File: config.mk
export PLATFORM = sky130hd
export DESIGN_NAME = inv_mix_columns_seq
export DESIGN_NICKNAME = d
export VERILOG_FILES = /design/src/rtl/aes_dec_pkg.sv /design/src/rtl/MixColumnHelper.sv /design/src/rtl/inv_mix_columns_seq.sv
export SDC_FILE = /design/constraint.sdc
export NUM_CORES = 1
export LEC_CHECK = 0
export CORE_UTILIZATION = 35
export CTS_CLUSTER_DIAMETER = 200
export DETAILED_ROUTE_END_ITERATION = 7
export GPL_ROUTABILITY_DRIVEN = 0
export GPL_TIMING_DRIVEN = 0
export HOLD_SLACK_MARGIN = 0.05
export PLACE_DENSITY_LB_ADDON = 0.08
export SYNTH_ARGS = -nofsm -noshare
export SYNTH_HDL_FRONTEND = slang
export SYNTH_SLANG_ARGS = --single-unit
File: constraint.sdc
create_clock -name clk -period 3 [get_ports clk]
set_input_delay 0.6 -clock clk [delete_from_list [all_inputs] [get_ports clk]]
set_output_delay 0.6 -clock clk [all_outputs]
set_load 0.01 [all_outputs]
File: src/rtl/aes_dec_pkg.sv
// Shared definitions for the AES-256 decryption datapath stages.
package aes_dec_pkg;

   localparam int STATE_W = 128;
   localparam int COL_W   = 32;

   typedef enum logic [1:0] {
      IDLE = 2'd0,
      BUSY = 2'd1,
      DONE = 2'd2
   } imc_state_e;

   // Column 0 sits in the top 32 bits of the state, column 3 in the bottom.
   function automatic logic [COL_W-1:0] col_sel(input logic [STATE_W-1:0] state,
                                                input logic [1:0]         idx);
      return state[(STATE_W - COL_W) - COL_W * int'(idx) +: COL_W];
   endfunction

endpackage

File: src/rtl/MixColumnHelper.sv
// Column unit: InvMixColumns of one 32-bit column, row 0 in [31:24].
module MixColumnHelper (
   input  logic [31:0] col_in,
   output logic [31:0] col_out
);

   logic [7:0] a   [4];
   logic [7:0] x2  [4];
   logic [7:0] x4  [4];
   logic [7:0] x8  [4];
   logic [7:0] m9  [4];
   logic [7:0] m11 [4];
   logic [7:0] m13 [4];
   logic [7:0] m14 [4];

   function automatic logic [7:0] xtime(input logic [7:0] b);
      return {b[6:0], 1'b0} ^ (b[7] ? 8'h1b : 8'h00);
   endfunction

   // Build the 9/11/13/14 multiples of every byte from a doubling chain, then mix.
   always_comb begin
      for (int r = 0; r < 4; r++) begin
         a[r]   = col_in[31 - 8*r -: 8];
         x2[r]  = xtime(a[r]);
         x4[r]  = xtime(x2[r]);
         x8[r]  = xtime(x4[r]);
         m9[r]  = x8[r] ^ a[r];
         m11[r] = x8[r] ^ x2[r] ^ a[r];
         m13[r] = x8[r] ^ x4[r] ^ a[r];
         m14[r] = x8[r] ^ x4[r] ^ x2[r];
      end
      col_out = {m14[0] ^ m11[1] ^ m13[2] ^ m9[3],
                 m9[0]  ^ m14[1] ^ m11[2] ^ m13[3],
                 m13[0] ^ m9[1]  ^ m14[2] ^ m11[3],
                 m11[0] ^ m13[1] ^ m9[2]  ^ m14[3]};
   end

endmodule

File: src/rtl/inv_mix_columns_seq.sv
// Sequential InvMixColumns stage: accepts a state, transforms COLS_PER_CYC
// columns per cycle in place, then holds the result until downstream takes it.
module inv_mix_columns_seq #(
   parameter int COLS_PER_CYC = 1
) (
   input  logic         clk,
   input  logic         rst_n,
   input  logic         in_valid,
   output logic         in_ready,
   input  logic [127:0] in_state,
   input  logic         in_bypass,
   output logic         out_valid,
   input  logic         out_ready,
   output logic [127:0] out_state,
   output logic         busy
);

   import aes_dec_pkg::*;

   if (!(COLS_PER_CYC == 1 || COLS_PER_CYC == 2 || COLS_PER_CYC == 4)) begin : g_bad_cols
      $error("inv_mix_columns_seq: COLS_PER_CYC must be 1, 2 or 4");
   end

   imc_state_e         state_q, state_d;
   logic [STATE_W-1:0] st_q, st_d;
   logic [STATE_W-1:0] out_state_q, out_state_d;
   logic [1:0]         col_q, col_d;
   logic               out_valid_q, out_valid_d;
   logic               busy_q, busy_d;
   logic               in_ready_q, in_ready_d;

   logic [COL_W-1:0]   mix_in  [COLS_PER_CYC];
   logic [COL_W-1:0]   mix_out [COLS_PER_CYC];

   for (genvar g = 0; g < COLS_PER_CYC; g++) begin : g_mix
      assign mix_in[g] = col_sel(st_q, col_q + 2'(g));
      MixColumnHelper u_mix (
         .col_in  (mix_in[g]),
         .col_out (mix_out[g])
      );
   end

   // Ready is forced low while reset is held so nothing is accepted during reset.
   assign in_ready  = in_ready_q & rst_n;
   assign out_valid = out_valid_q;
   assign out_state = out_state_q;
   assign busy      = busy_q;

   // Next-state logic: accept, column-by-column transform, and output hold.
   always_comb begin
      state_d     = state_q;
      st_d        = st_q;
      out_state_d = out_state_q;
      col_d       = col_q;
      out_valid_d = out_valid_q;
      busy_d      = busy_q;
      in_ready_d  = in_ready_q;
      case (state_q)
         IDLE: begin
            if (in_valid && in_ready) begin
               st_d       = in_state;
               col_d      = '0;
               busy_d     = 1'b1;
               in_ready_d = 1'b0;
               if (in_bypass) begin
                  state_d     = DONE;
                  out_valid_d = 1'b1;
                  out_state_d = in_state;
               end else begin
                  state_d = BUSY;
               end
            end
         end
         BUSY: begin
            for (int g = 0; g < COLS_PER_CYC; g++) begin
               st_d[(STATE_W - COL_W) - COL_W * (int'(col_q) + g) +: COL_W] = mix_out[g];
            end
            col_d = col_q + 2'(COLS_PER_CYC);
            if (int'(col_q) + COLS_PER_CYC == 4) begin
               state_d     = DONE;
               out_valid_d = 1'b1;
               out_state_d = st_d;
            end
         end
         DONE: begin
            if (out_ready) begin
               state_d     = IDLE;
               out_valid_d = 1'b0;
               busy_d      = 1'b0;
               in_ready_d  = 1'b1;
            end
         end
         default: begin
            state_d     = IDLE;
            out_valid_d = 1'b0;
            busy_d      = 1'b0;
            in_ready_d  = 1'b1;
         end
      endcase
   end

   // State register; reset discards any block in flight.
   always_ff @(posedge clk or negedge rst_n) begin
      if (!rst_n) begin
         state_q     <= IDLE;
         st_q        <= '0;
         out_state_q <= '0;
         col_q       <= '0;
         out_valid_q <= 1'b0;
         busy_q      <= 1'b0;
         in_ready_q  <= 1'b1;
      end else begin
         state_q     <= state_d;
         st_q        <= st_d;
         out_state_q <= out_state_d;
         col_q       <= col_d;
         out_valid_q <= out_valid_d;
         busy_q      <= busy_d;
         in_ready_q  <= in_ready_d;
      end
   end

endmodule

==> results.yml <==
sta:
  post-route-period-util: 1.14
  drv_slew: 0
  fin_skew_ns: 0.0127
  maxSlewHeadroom: 0.270
  setup_viol: 232
  rsz0062_at_grt: "true"
  whs_ns: 0.0645
  final-hold-violation-count: 0
  period_needed_ns: 3.43
  fmax_mhz: 292
  worst_slew_pin_slew_ns: 1.09
  timing.final.ws_setup_ns: -0.428
  final.setup.tns_ns: -52.46
floorplan:
  fp-row-count: 75
  die_area_um2: 43900
  ios: 264
  core_area_um2: 42200
  die_w_um: 210
  initial_core_util: 0.357
  die_h_um: 210
place:
  dp_hpwl_um: 51900
  port_buffers: 263
  place_inst: 2326
yosys:
  netlist_area_um2: 15100
  synth_area_leaders: "dfrtp_1, o21ai_0, xnor3_1"
  synth_edf_count: 0
  yosys_warnings: 0
  synth_nets: 1660
  netlist_top_cells_count: "o21ai_0, dfrtp_1, nand2_1"
  syn_avg_cell_area_um2: 9.91
  ys_seq_elements: 263
  synth_most_common_cell: "o21ai_0"
  ys_types: 51
  yosys.area.top_type: "dfrtp_1"
  ys.flop_type: "dfrtp_1"
  yosysSeqAreaShare: 0.436
  synth_top_cell_area_share: 0.434
  synthArstFlopShare: 1.00
  syn_inst: 1522
critical_path:
  cp-endpoint: "out_state[18]"
  startpoint: "col_q[0]"
  r2r_end: "out_state[18]"
  reg2reg_from: "col_q[0]"
  critical_path_class: "flop to flop"
  critPathLaunchType: "flop"
  arrival_ns: 3.95
  r2r_cells: 11
  reg2reg_slack_ns: -0.43
  cp.required_ns: 3.52
  cp_max_fo: 7
  end_kind: "flop"
grt:
  grt_pass1_wl_um: 102000
  grt_overflow: 0
  track_usage: 0.323
  antenna_found_initial: 1
  gr-usage-met2: 0.492
  use_met3: 0.0723
  grt_pass1_vias: 14700
  grtUsageMet1: 0.450
  grt_max_degree: 99
  top_usage_layer: "met2"
routing:
  post-route-drc-count: 0
  routed_via_density: 5.95
  num_vias: 15200
  wl_per_cell_um: 28.9
  routed_wl_um: 73800
  drt_first_iter_violations: 1477
  dr.pass1.iters: 7
  ant_nets: 0
cts:
  cts_buffer_depth: 3
  path_clk_slew_ns: 0.06
  cts_root_buffer: "clkbuf_16"
  clk_latency_ns: 0.60
  cts_tree: "done"
  clock-sinks: 263
  cts_buffers: 31
  ctsHtreeMaxLevel: 1
finish:
  final_net_count: 2133
  drive_above_1_share: 0.305
  fin_util: 0.559
  fin_cells: 2558
  syn_to_final_growth_pct: 56.3
run_status:
  violations: "setup timing"
  status: "complete, but fails checks"
worst_hold_path:
  hp-class: "primary input to async pin"
flow_run:
  drv_cap: 0
## cell families (layout without fill, tap and decap cells)
family                   Yosys count  after routing  share of synthesized area
AO/OA/AOI/OAI                    591            591                      0.215
AND/OR/NAND/NOR                  309            309                     0.0869
flip-flops                       263            263                      0.436
XOR/XNOR                         171            171                      0.163
buffers and inverters            136            632                     0.0370
multiplexers                      47             47                     0.0585
adder cells (fa/ha/maj)            5              5                    0.00415
other                              0              1                          0
## state kept, by name, summed over array words and instances (netlist names)
name        flops
busy            1
col_q           2
in_ready_q      1
out_state     128
out_valid       1
st_q          128
state_q         2
## cell type report
class,instances,area [µm²]
Timing Repair Buffer,446,4600
Clock inverter,17,223
Tap cell,539,674
Fill cell,3666,18600
Antenna cell,1,2.50
Sequential cell,263,6580
Inverter,12,45.0
Clock buffer,39,856
Multi-Input combinational cell,1123,9870
Buffer,118,739
## worst max-delay path: stages, from the launching register on
cell	delay [ns]
dfrtp_2	0.41
buf_12	0.17
buf_4	0.13
mux4_2	0.63
buf_4	0.20
xnor2_2	0.33
xnor3_2	0.46
buf_4	0.16
xnor3_2	0.37
o21ai_2	0.24
o21ai_2	0.09
o21ai_1	0.14
## placed cells by master (no fill, tap or decap), types with 27 or more instances in the layout
| master | count |
|---|---|
| a21oi_1 | 123 |
| a22oi_1 | 29 |
| and3_1 | 31 |
| buf_12 | 32 |
| buf_4 | 110 |
| buf_6 | 46 |
| clkbuf_1 | 78 |
| clkbuf_16 | 32 |
| clkdlybuf4s50_1 | 262 |
| dfrtp_1 | 261 |
| mux4_2 | 32 |
| nand2_1 | 213 |
| nor2_1 | 27 |
| o21ai_0 | 78 |
| o21ai_1 | 177 |
| o21ai_2 | 109 |
| xnor2_1 | 34 |
| xnor2_4 | 39 |
| xnor3_2 | 29 |
## how the worst min path moves through the flow
stage                     depth (start not counted)              to  slack (ns)
final                                             3   out_state[70]        0.06
after global routing                              3   out_state[37]        0.08
after CTS                                         3   out_state[52]        0.06
after detailed placement                          2  out_state[100]        0.47
after global placement                            2   out_state[31]        0.47
after floorplan                                   0            busy        0.30
## per-layer routing
layer	vias up	share of wire
li1	6432	-
met1	7661	0.41
met2	955	0.45
met3	170	0.11
met4	0	0.040
met5	-	0
## metrics by stage
stage	worst slack [ns]	area, µm²
final	-0.428	23600
after global routing	-0.473	23600
after CTS	-0.353	21700
after detailed placement	-1.66	18600
after global placement	-11.71	18500
after floorplan	-0.0589	15200
## timing repair
item,4_1_cts,5_1_grt
setup buffers,78,104
endpoints found under the setup margin,258,253
hold buffers,4,0
gates resized for setup,325,413
pin swaps,115,178
gates cloned,2,1
hold endpoints to repair,75,0
Power is not shown: default switching activity piles up to over one toggle a cycle in this logic, so the estimate is an artifact.
